<file path="config.mk">
export PLATFORM = sky130hd
export DESIGN_NAME = uart_tx_scheduler
export DESIGN_NICKNAME = d
export VERILOG_FILES = /design/src/rtl/uart_tx_scheduler.sv
export SDC_FILE = /design/constraint.sdc
export NUM_CORES = 1
export LEC_CHECK = 0
export BUFFER_PORTS_ARGS = -buffer_cell sky130_fd_sc_hd__clkbuf_2
export CAP_MARGIN = 20
export CORE_MARGIN = 4
export CORE_UTILIZATION = 35
export DETAILED_ROUTE_END_ITERATION = 10
export MAX_ROUTING_LAYER = met4
export PLACE_DENSITY = 0.54
export SETUP_SLACK_MARGIN = 0.1
export SLEW_MARGIN = 20
export SYNTH_ARGS = -nofsm -noshare
export SYNTH_HDL_FRONTEND = slang
export SYNTH_SLANG_ARGS = --single-unit
export TNS_END_PERCENT = 30
</file>
<file path="constraint.sdc">
create_clock -name CLK -period 3.6 [get_ports CLK]
set_input_delay 0.72 -clock CLK [delete_from_list [all_inputs] [get_ports CLK]]
set_output_delay 0.72 -clock CLK [all_outputs]
set_load 0.01 [all_outputs]
</file>
<file path="src/rtl/uart_tx_scheduler.sv">
// uart_tx_scheduler
// Shares one UART transmitter between two requesters (0: ALU result path,
// 1: register-file read path). Arbitrates round-robin, captures a one- or
// two-byte word and feeds it to the transmitter low byte first, one frame per
// byte, with a programmable inter-frame gap and a watchdog for a transmitter
// that never raises BUSY.

module uart_tx_scheduler #(
    parameter int DATA_WIDTH   = 8,
    parameter int IFG_CYCLES   = 1,
    parameter int BUSY_TIMEOUT = 16
) (
    input  logic                    CLK,
    input  logic                    RST,
    input  logic                    REQ0,
    input  logic [2*DATA_WIDTH-1:0] DATA0,
    input  logic                    LEN0,
    input  logic                    REQ1,
    input  logic [2*DATA_WIDTH-1:0] DATA1,
    input  logic                    LEN1,
    output logic                    GNT0,
    output logic                    GNT1,
    output logic [DATA_WIDTH-1:0]   TX_P_DATA,
    output logic                    TX_DATA_VALID,
    input  logic                    TX_BUSY,
    output logic                    SCHED_BUSY,
    output logic                    CUR_SRC,
    output logic                    ERR
);

    // One counter serves both the busy watchdog and the gap timer, so it is
    // sized for the larger of the two limits.
    localparam int CNT_MAX = (BUSY_TIMEOUT > IFG_CYCLES) ? BUSY_TIMEOUT : IFG_CYCLES;
    localparam int CW      = (CNT_MAX < 2) ? 1 : $clog2(CNT_MAX + 1);

    // Terminal counts: the event fires on the edge where the count would
    // reach the limit, so compare against limit-1 before incrementing.
    localparam logic [CW-1:0] TIMEOUT_LAST = CW'(BUSY_TIMEOUT - 1);
    localparam logic [CW-1:0] GAP_LAST     = CW'(IFG_CYCLES - 1);

    typedef enum logic [2:0] {
        IDLE,
        LOAD,
        WAIT_BUSY,
        WAIT_DONE,
        GAP
    } state_t;

    state_t                  state;
    logic [CW-1:0]           cnt;
    logic                    rr_ptr;
    logic [2*DATA_WIDTH-1:0] word_q;
    logic                    len_q;
    logic                    high_phase;
    logic                    winner;
    logic                    high_pending;

    // The high byte is still owed when the word is two bytes long and the
    // byte just finished was the low one.
    assign high_pending = len_q && !high_phase;

    // Pick the requester to grant: a lone requester wins, a tie goes to the
    // one that was not served last.
    always_comb begin
        winner = 1'b0;
        if (REQ0 && REQ1) begin
            winner = ~rr_ptr;
        end else if (REQ1) begin
            winner = 1'b1;
        end
    end

    // Main sequencer: grant, strobe each byte, wait out the frame and the gap.
    always_ff @(posedge CLK) begin
        if (RST) begin
            state         <= IDLE;
            cnt           <= '0;
            rr_ptr        <= 1'b1;
            word_q        <= '0;
            len_q         <= 1'b0;
            high_phase    <= 1'b0;
            GNT0          <= 1'b0;
            GNT1          <= 1'b0;
            TX_P_DATA     <= '0;
            TX_DATA_VALID <= 1'b0;
            SCHED_BUSY    <= 1'b0;
            CUR_SRC       <= 1'b0;
            ERR           <= 1'b0;
        end else begin
            GNT0          <= 1'b0;
            GNT1          <= 1'b0;
            TX_DATA_VALID <= 1'b0;
            ERR           <= 1'b0;
            case (state)
                IDLE: begin
                    if ((REQ0 || REQ1) && !TX_BUSY) begin
                        word_q        <= winner ? DATA1 : DATA0;
                        len_q         <= winner ? LEN1 : LEN0;
                        high_phase    <= 1'b0;
                        GNT0          <= ~winner;
                        GNT1          <= winner;
                        CUR_SRC       <= winner;
                        rr_ptr        <= winner;
                        SCHED_BUSY    <= 1'b1;
                        TX_P_DATA     <= winner ? DATA1[DATA_WIDTH-1:0] : DATA0[DATA_WIDTH-1:0];
                        TX_DATA_VALID <= 1'b1;
                        state         <= LOAD;
                    end
                end
                LOAD: begin
                    cnt   <= '0;
                    state <= WAIT_BUSY;
                end
                WAIT_BUSY: begin
                    if (TX_BUSY) begin
                        state <= WAIT_DONE;
                    end else if (cnt == TIMEOUT_LAST) begin
                        ERR        <= 1'b1;
                        SCHED_BUSY <= 1'b0;
                        state      <= IDLE;
                    end else begin
                        cnt <= cnt + CW'(1);
                    end
                end
                WAIT_DONE: begin
                    if (!TX_BUSY) begin
                        if (IFG_CYCLES != 0) begin
                            cnt   <= '0;
                            state <= GAP;
                        end else if (high_pending) begin
                            high_phase    <= 1'b1;
                            TX_P_DATA     <= word_q[2*DATA_WIDTH-1:DATA_WIDTH];
                            TX_DATA_VALID <= 1'b1;
                            state         <= LOAD;
                        end else begin
                            SCHED_BUSY <= 1'b0;
                            state      <= IDLE;
                        end
                    end
                end
                GAP: begin
                    if (cnt == GAP_LAST) begin
                        if (high_pending) begin
                            high_phase    <= 1'b1;
                            TX_P_DATA     <= word_q[2*DATA_WIDTH-1:DATA_WIDTH];
                            TX_DATA_VALID <= 1'b1;
                            state         <= LOAD;
                        end else begin
                            SCHED_BUSY <= 1'b0;
                            state      <= IDLE;
                        end
                    end else begin
                        cnt <= cnt + CW'(1);
                    end
                end
                default: begin
                    state <= IDLE;
                end
            endcase
        end
    end

endmodule

</file>
==> summary.txt, run 1 <==
Clock network
  – CTS tree: yes
  – Number of gates given a new drive strength after cts: 0
  – Post CTS Setup Buffer Count: 0
  – CTS buffer count: 5
  – Total of hold buffers inserted after clock tree synthesis: 0
  – Root Buffer: sky130_fd_sc_hd__clkbuf_8
  – Clock Tree Buf Depth: 2
  – Latest clock arrival within the worst-skew pair: 280 ps
  – Number of sinks driven by the clock tree: 33
  – Clock-pin slew on the worst setup and hold paths: 70 ps
  – Number of H-tree levels: 2

STA
  – Max Clock Skew: 5.12 ps
  – Final-report setup violation count: 0
  – Final count of pins violating max slew: 0
  – Tightest Pin Transition: 725 ps
  – Fin Hold WS: 472 ps
  – Period minus WS final: 1970 ps
  – Period Utilization, post-route: 0.547
  – Post-route worst setup slack: 1630 ps
  – Setup repair after global routing missed its margin: no
  – Final hold violation count: 0
  – Relative slew slack: 0.516
  – Peak clock frequency supported by timing: 0.508 GHz
  – Sum of negative setup slack: 0 ps

GRT
  – First-pass GRT wire length: 7130 um
  – Initial antenna violation count: 0
  – Global route total overflow: 0
  – Largest net degree at the start of global routing: 35
  – Number of global-route vias before repair: 1485
  – GRT Total Usage: 0.146

Floorplan
  – Total number of placement rows: 25
  – Die Width: 79.0 um
  – Die height: 79.0 um
  – Die Area: 6240 um2
  – Boundary Pins: 53
  – Area of the core: 4820 um2
  – Initial Util: 0.366

Drt
  – ANT nets after route: 0
  – Violation count after the first detailed-route iteration: 148
  – Number of vias per cell after detailed routing: 5.04
  – Count of vias placed by the detailed router: 1633
  – Number of design rule violations left after detail routing: 0
  – Detailed-routing iteration count for the pre-antenna-repair pass: 4
  – Total detailed-routing wirelength: 4390 um
  – Routed len/inst: 13.5 um

Synth
  – Synth unique cells: 45
  – Multiplexer share of the synthesized area: 0.0510
  – Cell area after synthesis: 1770 um2
  – Share of synthesized cell area in and, or, nand and nor gates: 0.260
  – Seq/Total Area, Yosys: 0.374
  – Yosys reg bits: 33
  – Largest family of logic cells by synthesized area: simple AND/OR/NAND/NOR gates
  – Fraction of the mapped netlist area in adder cells: 0.0283
  – Number of enable-type register cells in the synthesized netlist: 0
  – Most frequently used flop master after synthesis: sky130_fd_sc_hd__dfxtp_1
  – Post-Syn Area per Cell: 8.41 um2
  – Area share of xor/xnor cells in the synthesized design: 0.00496
  – Total number of yosys warnings: 0
  – Compound-gate portion of the synthesized area: 0.216
  – Syn nets: 253
  – Share of flip-flops with an asynchronous set or reset: 0
  – Gate count after technology mapping: 210

Setup path
  – Path type of the worst setup path: reg -> reg
  – Critical Path End Type: flop
  – WP data required: 3810 ps
  – Endpoint arrival time on the critical path: 2180 ps
  – Critical Path Source Type: flop
  – Max FO, Critical Path: 5

Pwr
  – Pleak: 0.881 nW
  – Peak supply drop: 0.000183 V
  – Power, Total: 849 uW
  – Areal power density over the cells: 394 nW/um2

Placed design
  – Placement Setup Slack: 1430 ps
  – Port Buffers: 52
  – GP Congestion: 0.841
  – Cells after DPL: 317
  – Detail Placement HPWL: 3190 um

Outcome
  – Result of the run: finished clean

Layout
  – Non-filler instance count after layout: 324
  – Number of nets in the final layout: 300
  – Proportion of layout cells with a drive suffix above 1: 0.280
  – Area growth from synthesis to layout: 22.1%
  – Number of fill cells: 531
  – Number of inserted diodes: 0

Worst hold path
  – Class of the tightest hold or removal check: reg -> reg

Run
  – Max Cap Viol: 0
==> cells by family (layout without fill, tap and decap cells) <==
group	count (synthesis)	count (layout)
and+or+nand+nor	83	83
AOI/OAI and AO/OA	52	52
DFF	33	33
buffers and inverters	28	75
muxes	9	9
adders and majority gates	4	4
xor gates and xnor gates	1	1
==> final timing paths <==
check	startpoint	endpoint	slack [ps]	depth (start not counted)
min	CUR_SRC$_SDFFE_PP0P_	CUR_SRC$_SDFFE_PP0P_	470	2
max	cnt[0]$_SDFFE_PP0P_	cnt[2]$_SDFFE_PP0P_	1630	7
min reg2reg	CUR_SRC$_SDFFE_PP0P_	CUR_SRC$_SDFFE_PP0P_	470	2
max reg2reg	cnt[0]$_SDFFE_PP0P_	cnt[2]$_SDFFE_PP0P_	1630	7
==> Yosys cell counts, types with 2 or more instances <==
library cell | instances | area share
sky130_fd_sc_hd__dfxtp_1 | 33 | 0.37
sky130_fd_sc_hd__nand2_1 | 18 | 0.038
sky130_fd_sc_hd__nor2_1 | 17 | 0.036
sky130_fd_sc_hd__a21oi_1 | 15 | 0.043
sky130_fd_sc_hd__inv_1 | 13 | 0.028
sky130_fd_sc_hd__nand2b_1 | 12 | 0.043
sky130_fd_sc_hd__a211oi_1 | 9 | 0.038
sky130_fd_sc_hd__mux2i_1 | 9 | 0.051
sky130_fd_sc_hd__buf_2 | 8 | 0.023
sky130_fd_sc_hd__nand4_1 | 8 | 0.028
sky130_fd_sc_hd__o21ai_0 | 8 | 0.023
sky130_fd_sc_hd__o221ai_1 | 8 | 0.040
sky130_fd_sc_hd__clkbuf_1 | 5 | 0.011
sky130_fd_sc_hd__ha_1 | 4 | 0.028
sky130_fd_sc_hd__nand3_1 | 4 | 0.011
sky130_fd_sc_hd__nor3_1 | 4 | 0.011
sky130_fd_sc_hd__a32oi_1 | 2 | 0.0099
sky130_fd_sc_hd__buf_1 | 2 | 0.0043
sky130_fd_sc_hd__nand4b_1 | 2 | 0.0099
sky130_fd_sc_hd__nor2b_1 | 2 | 0.0071
sky130_fd_sc_hd__nor4_1 | 2 | 0.0071
sky130_fd_sc_hd__or3_1 | 2 | 0.0071
==> critical path, stage by stage (launching register included) <==
cell and delay (ps):
sky130_fd_sc_hd__dfxtp_1 340, sky130_fd_sc_hd__ha_1 240, sky130_fd_sc_hd__and3_1 210, sky130_fd_sc_hd__ha_1 200
sky130_fd_sc_hd__nor4b_2 360, sky130_fd_sc_hd__a221o_1 280, sky130_fd_sc_hd__nand4b_1 120, sky130_fd_sc_hd__a21oi_1 150
==> power by group <==
part           internal, mW  switching, mW
registers             0.390         0.0169
clock network         0.152          0.133
logic                0.0710         0.0868
total                 0.612          0.236
==> layer usage <==
| metal | global-route usage | vias up | wire [um] |
|---|---|---|---|
| met1 | 0.206 | 735 | 2220 |
| met4 | 0.0550 | 0 | 92 |
| met3 | 0.0363 | 10 | 206 |
| met5 | - | - | 0 |
| met2 | 0.201 | 36 | 1870 |
| li1 | - | 852 | - |
==> metrics by stage <==
stage,cell area [um2],util
2_1_floorplan,1770,-
3_3_place_gp,2070,0.430
3_5_place_dp,2070,0.430
4_1_cts,2160,0.448
5_1_grt,2160,0.448
6_report,2160,0.448
==> cell type report <==
| cell class | count | area, um2 | share of cell area |
|---|---|---|---|
| inverters | 13 | 48.8 | 0.0226 |
| repair buffers | 55 | 283 | 0.131 |
| clock buffers | 7 | 86.3 | 0.0400 |
| flip-flops and latches | 33 | 661 | 0.306 |
| multi-input cells | 149 | 993 | 0.461 |
| well taps | 67 | 83.8 | 0.0389 |
==> placed cells by master, fill, tap and decap left out, drive strengths merged, types with 3 or more instances in the layout <==
cell	n
nor3	4
mux2i	9
nand2b	12
nor2	18
buf	3
nand4	8
o221ai	8
o21ai	9
a21oi	16
inv	13
dfxtp	33
nand3	4
a211oi	9
clkbuf	59
nand2	18
ha	4
==> state kept, by name, summed over array words and instances, names as in the netlist <==
register       cells
word_q             8
rr_ptr             1
ERR                1
high_phase         1
cnt                5
GNT0               1
CUR_SRC            1
len_q              1
TX_DATA_VALID      1
GNT1               1
state              3
SCHED_BUSY         1
TX_P_DATA          8
(Power assumes the default switching activity.)
==> inputs of run 2 (changes only) <==
==> constraint.sdc (replaced) <==
create_clock -name CLK -period 1.9 [get_ports CLK]
set_input_delay 0.38 -clock CLK [delete_from_list [all_inputs] [get_ports CLK]]
set_output_delay 0.38 -clock CLK [all_outputs]
set_load 0.01 [all_outputs]
==> run 2 against run 1 <==
Against the previous run: sequential power is 88% higher; setup slack got worse by 1600 ps; non-clock buffer count increased by 10; wire length increased by 3.0%; clock skew is 0.53 ps lower; sequential share of layout area shrank 2.2 points; cell count increased by 3.4%; power rose by 110%; largest power group unchanged.
==> summary.txt, run 2 (synthesis results as in run 1) <==
Floorplan
  – Die Width: 79.0 um (unchanged)
  – Die Area: 6240 um2 (unchanged)
  – Area of the core: 4820 um2 (unchanged)
  – Total number of placement rows: 25 (unchanged)
  – Initial Util: 0.366 (unchanged)
  – Die height: 79.0 um (unchanged)
  – Boundary Pins: 53 (unchanged)

STA
  – Max Clock Skew: 4.59 ps (-0.533 ps)
  – Relative slew slack: 0.715 (+0.199)
  – Period minus WS final: 1850 ps (-118 ps)
  – Period Utilization, post-route: 0.975 (+0.428)
  – Final-report setup violation count: 0 (unchanged)
  – Post-route worst setup slack: 48.0 ps (-1580 ps)
  – Tightest Pin Transition: 425 ps (-300 ps)
  – Setup repair after global routing missed its margin: yes
  – Peak clock frequency supported by timing: 0.540 GHz (+6.4%)
  – Final count of pins violating max slew: 0 (unchanged)
  – Final hold violation count: 0 (unchanged)

Setup path
  – Largest stage delay on the critical path: 510 ps (+150 ps)
  – Endpoint arrival time on the critical path: 2070 ps (-110 ps)
  – Cell with the largest stage delay on the worst path: sky130_fd_sc_hd__or4b_4
  – Max FO, Critical Path: 5 (unchanged)
  – WP data required: 2110 ps (-1700 ps)
  – Critical Path End Type: flop
  – Path type of the worst setup path: reg -> reg
  – Critical Path Source Type: flop
  – Gate family responsible for the most delay along the worst path: simple AND/OR/NAND/NOR gates
  – CP bufs+invs: 2 (+2)
  – Cell-by-cell listing of the critical path: inv_4 > ha_4 > or4b_4 > a221oi_4 > buf_4 > nand2_2 > a21oi_2

GRT
  – Global route total overflow: 0 (unchanged)
  – Number of global-route vias before repair: 1497 (+0.81%)
  – First-pass GRT wire length: 7330 um (+2.9%)
  – Largest net degree at the start of global routing: 21 (-40%)
  – GRT Total Usage: 0.150 (+0.00366)
  – Initial antenna violation count: 0 (unchanged)

Clock network
  – Number of sinks driven by the clock tree: 33 (unchanged)
  – CTS tree: yes
  – Clock Tree Buf Depth: 2 (unchanged)
  – Latest clock arrival within the worst-skew pair: 280 ps (about the same)
  – Root Buffer: sky130_fd_sc_hd__clkbuf_8
  – CTS buffer count: 5 (unchanged)
  – Clock-pin slew on the worst setup and hold paths: 70 ps (about the same)
  – Total of hold buffers inserted after clock tree synthesis: 0 (unchanged)
  – Number of H-tree levels: 2 (unchanged)

Layout
  – Number of nets in the final layout: 310 (+3.3%)
  – Area growth from synthesis to layout: 33.2%
  – Share of the core filled with cells: 0.488 (+0.0405)
  – Most common cell after layout, fill and taps aside: sky130_fd_sc_hd__clkbuf_2
  – Number of inserted diodes: 0 (unchanged)
  – Number of fill cells: 486 (-8.5%)
  – Most frequent cells in the layout: sky130_fd_sc_hd__clkbuf_2 (52), sky130_fd_sc_hd__dfxtp_1 (31), sky130_fd_sc_hd__nor2_1 (17), sky130_fd_sc_hd__nand2_1 (16), sky130_fd_sc_hd__nand2b_1 (12)
  – Proportion of layout cells with a drive suffix above 1: 0.362 (+0.0818)
  – Registers with the highest flip-flop counts: TX_P_DATA (8), word_q (8), cnt (5)

Pwr
  – Pleak: 0.952 nW (+8.0%)
  – Areal power density over the cells: 761 nW/um2 (+93%)
  – Peak supply drop: 0.000339 V (+85%)

Drt
  – Violation count after the first detailed-route iteration: 78 (-47%)
  – Count of vias placed by the detailed router: 1695 (+3.8%)
  – Total detailed-routing wirelength: 4520 um (+3.0%)
  – ANT nets after route: 0 (unchanged)
  – Routed len/inst: 13.5 um (-0.40%)
  – Detailed-routing iteration count for the pre-antenna-repair pass: 4 (unchanged)
  – Number of vias per cell after detailed routing: 5.06 (+0.39%)
  – Number of design rule violations left after detail routing: 0 (unchanged)

Outcome
  – Result of the run: finished clean

Worst hold path
  – Class of the tightest hold or removal check: in -> reg

Placed design
  – Port Buffers: 52 (unchanged)
  – Placement Setup Slack: 51.1 ps (-1380 ps)
  – Detail Placement HPWL: 3310 um (+3.7%)
  – GP Congestion: 0.790 (-6.1%)

Run
  – Max Cap Viol: 0 (unchanged)
-- run 2: cell count changes in the layout (fill, tap and decap cells not counted), sizes merged --
cell,delta
bufinv,+1
buf,+10
-- run 2: area by class of cell --
class,instances,area [um2],share of cell area
sequential,33,668,0.284
clock inverter,1,30.0,0.0128
multi-input combinational,149,1050,0.449
timing repair buffer,65,374,0.159
clock buffer,7,86.3,0.0367
inverter,13,53.8,0.0229
tap,67,83.8,0.0357
-- run 2: per-layer routing --
layer | GRT usage | wire (um)
met1 | 0.216 | 2230
met2 | 0.208 | 2060
met3 | 0.0306 | 186
met4 | 0.0515 | 36
met5 | - | 0
-- run 2: path summary, 6_finish.rpt --
path	depth (start not counted)	end	slack, ps	start
max	7	cnt[0]$_SDFFE_PP0P_	50	cnt[1]$_SDFFE_PP0P_
min	3	word_q[12]$_SDFFE_PP0P_	410	DATA0[12]
max reg2reg	7	cnt[0]$_SDFFE_PP0P_	50	cnt[1]$_SDFFE_PP0P_
min reg2reg	2	CUR_SRC$_SDFFE_PP0P_	460	CUR_SRC$_SDFFE_PP0P_
-- run 2: where the power goes --
| part | total (mW) | internal (mW) | switching [mW] |
|---|---|---|---|
| logic | 0.337 | 0.159 | 0.178 |
| clock network | 0.686 | 0.427 | 0.258 |
| registers | 0.767 | 0.736 | 0.0308 |
-- run 2: per-stage QoR --
step	hold WS (ps)	setup TNS (ps)	cells	instance area, um2	power [mW]
after global routing	432	-153	335	2350	1.88
final	411	0	335	2350	1.79
after detailed placement	449	0	324	2130	1.11
after CTS	410	0	334	2280	1.80
after global placement	454	0	324	2130	1.10
after floorplan	446	0	210	1770	0.984
-- run 2: worst min-delay path, cell delays in order --
cell and delay, ps:
sky130_fd_sc_hd__clkbuf_2 80, sky130_fd_sc_hd__mux2i_1 110, sky130_fd_sc_hd__a211oi_1 80
-- run 2: repair_timing --
item                                    4_1_cts  5_1_grt
endpoints found under the setup margin       13       14
buffers inserted                              2        1
cloned                                        0        0
pin swaps                                     3        7
resized for setup                             6       17
==> inputs of run 3 (changes only) <==
--- a/config.mk
+++ b/config.mk
@@ -12,8 +12,9 @@
 export DETAILED_ROUTE_END_ITERATION = 10
 export MAX_ROUTING_LAYER = met4
 export PLACE_DENSITY = 0.54
+export REMOVE_ABC_BUFFERS = 1
 export SETUP_SLACK_MARGIN = 0.1
-export SLEW_MARGIN = 20
+export SLEW_MARGIN = 40
 export SYNTH_ARGS = -nofsm -noshare
 export SYNTH_HDL_FRONTEND = slang
 export SYNTH_SLANG_ARGS = --single-unit
==> run 3 against run 2 <==
Against the previous run: wire length barely moved; sequential cell count did not move; clock-buffer cell count fell by 1; highest routed layer unchanged; register-to-register slack barely moved; critical path depth did not move; non-clock buffer count rose by 1; maximum frequency rose by 0.76%; largest cell class unchanged; global-route usage fell by 0.25 points; clock power fell by 27%.
==> summary.txt, run 3 (synthesis results as in run 1) <==
Drt
  – Total detailed-routing wirelength: 4520 um (about the same)
  – Routed len/inst: 13.4 um (-0.34%)
  – Violation count after the first detailed-route iteration: 113 (+45%)
  – Number of design rule violations left after detail routing: 0 (unchanged)
  – Count of vias placed by the detailed router: 1655 (-2.4%)
  – ANT nets after route: 0 (unchanged)
  – Number of vias per cell after detailed routing: 4.93 (-2.7%)
  – Detailed-routing iteration count for the pre-antenna-repair pass: 4 (unchanged)

Worst hold path
  – Beginning of the worst hold path: DATA0[14]
  – Class of the tightest hold or removal check: in -> reg
  – Worst hold endpoint: word_q[14]$_SDFFE_PP0P_
  – Worst hold stages: 3 (unchanged)

Floorplan
  – Boundary Pins: 53 (unchanged)
  – Total number of placement rows: 25 (unchanged)
  – Area of the core: 4820 um2 (unchanged)
  – Die Width: 79.0 um (unchanged)
  – Initial Util: 0.366 (unchanged)
  – Die Area: 6240 um2 (unchanged)
  – Die height: 79.0 um (unchanged)

Layout
  – Most common cell after layout, fill and taps aside: sky130_fd_sc_hd__clkbuf_2
  – Share of the core filled with cells: 0.474 (-0.0145)
  – Footprint of the multi-input gates: 1040 um2 (-1.7%)
  – Area growth from synthesis to layout: 29.2%
  – Number of fill cells: 522 (+7.4%)
  – Proportion of layout cells with a drive suffix above 1: 0.349 (-0.0125)
  – Registers with the highest flip-flop counts: TX_P_DATA (8), word_q (8), cnt (5)
  – Area taken by flip-flops and latches: 663 um2 (-0.75%)
  – Number of inserted diodes: 0 (unchanged)
  – Most frequent cells in the layout: sky130_fd_sc_hd__clkbuf_2 (52), sky130_fd_sc_hd__dfxtp_1 (31), sky130_fd_sc_hd__nand2_1 (18), sky130_fd_sc_hd__nor2_1 (17), sky130_fd_sc_hd__a21oi_1 (15)
  – Number of nets in the final layout: 311 (+0.32%)

Setup path
  – Startpoint of the worst register-to-register path: cnt[0]$_SDFFE_PP0P_
  – Cell-by-cell listing of the critical path: inv_2 > ha_4 > or4b_4 > a221oi_4 > buf_4 > nand2_1 > a21oi_1
  – Cells on worst reg2reg path: 7 (unchanged)
  – CP bufs+invs: 2 (unchanged)
  – WP data required: 2110 ps (about the same)
  – Largest stage delay on the critical path: 500 ps (about the same)
  – Reg-to-reg slack, setup: 60 ps (about the same)
  – Cell with the largest stage delay on the worst path: sky130_fd_sc_hd__or4b_4
  – Max FO, Critical Path: 5 (unchanged)
  – Endpoint arrival time on the critical path: 2050 ps (-20 ps)
  – Gate family responsible for the most delay along the worst path: simple AND/OR/NAND/NOR gates
  – Critical register-to-register path endpoint: cnt[4]$_SDFFE_PP0P_
  – Critical Path Source Type: flop
  – Critical Path End Type: flop
  – Path type of the worst setup path: reg -> reg

Placed design
  – GP Congestion: 0.776 (-1.7%)
  – Port Buffers: 52 (unchanged)
  – Detail Placement HPWL: 3370 um (+1.8%)

STA
  – Period minus WS final: 1840 ps (-14.0 ps)
  – Setup repair after global routing missed its margin: yes
  – Final hold violation count: 0 (unchanged)
  – Peak clock frequency supported by timing: 0.544 GHz (+0.76%)
  – Period Utilization, post-route: 0.967 (-0.00737)
  – Max Clock Skew: 5.59 ps (+0.999 ps)
  – Sum of negative setup slack: 0 ps (unchanged)
  – Tightest Pin Transition: 508 ps (+82.7 ps)
  – Final count of pins violating max slew: 0 (unchanged)
  – Final-report setup violation count: 0 (unchanged)
  – Relative slew slack: 0.661 (-0.0548)

GRT
  – Largest net degree at the start of global routing: 21 (unchanged)
  – Global route total overflow: 0 (unchanged)
  – Number of global-route vias before repair: 1512 (+1.0%)
  – First-pass GRT wire length: 7160 um (-2.3%)
  – GRT Total Usage: 0.148 (-0.00247)
  – Initial antenna violation count: 0 (unchanged)

Clock network
  – Latest clock arrival within the worst-skew pair: 280 ps (about the same)
  – Number of sinks driven by the clock tree: 33 (unchanged)
  – Clock Tree Buf Depth: 2 (unchanged)
  – Clock-pin slew on the worst setup and hold paths: 70 ps (about the same)
  – Root Buffer: sky130_fd_sc_hd__clkbuf_8
  – Total of hold buffers inserted after clock tree synthesis: 0 (unchanged)
  – CTS buffer count: 5 (unchanged)
  – Number of H-tree levels: 2 (unchanged)
  – CTS tree: yes

Pwr
  – Fraction of power consumed by the clock network: 0.313 (-0.070)
  – Peak supply drop: 0.000428 V (+26%)
  – Sequential share of power: 0.481 (+0.052)
  – Pleak: 0.934 nW (-1.8%)
  – Switching power share of the total: 0.283 (+0.0222)
  – Combinational share of power: 0.206 (+0.018)
  – Areal power density over the cells: 701 nW/um2 (-7.9%)
  – Net switching power figure: 452 uW (-3.0%)
  – Internal Dissipation: 1.15 mW (-13%)

Outcome
  – Result of the run: finished clean

Run
  – Max Cap Viol: 0 (unchanged)
## run 3: changes by cell type in the layout (fill, tap and decap cells not counted), moves of 2 or more
cell / change
sky130_fd_sc_hd__a21oi_1: +4
sky130_fd_sc_hd__inv_4: -2
sky130_fd_sc_hd__clkinv_2: +2
sky130_fd_sc_hd__dfxtp_4: -2
sky130_fd_sc_hd__buf_4: +3
sky130_fd_sc_hd__dfxtp_2: +2
sky130_fd_sc_hd__o21ai_1: -2
sky130_fd_sc_hd__nand2_1: +2
sky130_fd_sc_hd__inv_2: +2
sky130_fd_sc_hd__a21oi_2: -4
sky130_fd_sc_hd__nand2_2: -2
## run 3: per-stage QoR
step / total power, mW / hold slack [ps] / setup WS [ps] / std cells / area, um2
2_1_floorplan: 0.965 / 439 / -596 / 195 / 1700
3_3_place_gp: 1.10 / 456 / 74.7 / 325 / 2130
3_5_place_dp: 1.10 / 452 / 65.1 / 325 / 2130
4_1_cts: 1.61 / 413 / 67.1 / 334 / 2240
5_1_grt: 1.69 / 441 / -9.81 / 336 / 2280
6_report: 1.60 / 419 / 62.0 / 336 / 2280
## run 3: what timing repair did
action / 4_1_cts / 5_1_grt
pin swaps: 3 / 22
buffers inserted: 1 / 2
endpoints found under the setup margin: 13 / 13
cloned: 0 / 0
resized for setup: 6 / 7
## run 3: power by group through the flow
stage | Combinational, mW | Clock, mW | Sequential, mW
2_1_floorplan | 0.179 | 0 | 0.786
3_5_place_dp | 0.317 | 0 | 0.784
4_1_cts | 0.323 | 0.519 | 0.769
5_1_grt | 0.369 | 0.544 | 0.774
3_3_place_gp | 0.315 | 0 | 0.784
6_report | 0.329 | 0.500 | 0.769
## run 3: area by class of cell
cell class                      count  share of cell area
Sequential cell                    33               0.291
Clock buffer                        6              0.0318
Multi-Input combinational cell    149               0.455
Inverter                           13              0.0214
Clock inverter                      2             0.00439
Timing Repair Buffer               66               0.160
Tap cell                           67              0.0368
## run 3: worst max path at each step
stage                              from                         to  slack, ps  cells past startpoint
floorplan                          REQ1  TX_P_DATA[0]$_SDFFE_PP0P_       -600                      4
global placement    cnt[0]$_SDFFE_PP0P_        cnt[3]$_SDFFE_PP0P_         70                      6
detailed placement  cnt[0]$_SDFFE_PP0P_        cnt[3]$_SDFFE_PP0P_         70                      6
CTS                 cnt[0]$_SDFFE_PP0P_        cnt[3]$_SDFFE_PP0P_         70                      6
global route        cnt[0]$_SDFFE_PP0P_        cnt[2]$_SDFFE_PP0P_        -10                      7
finish              cnt[0]$_SDFFE_PP0P_        cnt[4]$_SDFFE_PP0P_         60                      7
## run 3: worst register-to-register path: stages, from the launching register on
cell and delay [ps]:
sky130_fd_sc_hd__dfxtp_2 340, sky130_fd_sc_hd__inv_2 80, sky130_fd_sc_hd__ha_4 120, sky130_fd_sc_hd__or4b_4 500, sky130_fd_sc_hd__a221oi_4 380, sky130_fd_sc_hd__buf_4 180
sky130_fd_sc_hd__nand2_1 50, sky130_fd_sc_hd__a21oi_1 130
## run 3: routing by layer
layer,vias to the layer above,GRT usage,wire length (um)
met5,-,-,0
met4,0,0.0515,59
met3,5,0.0317,226
met2,45,0.210,1930
met1,730,0.207,2310
li1,875,-,-
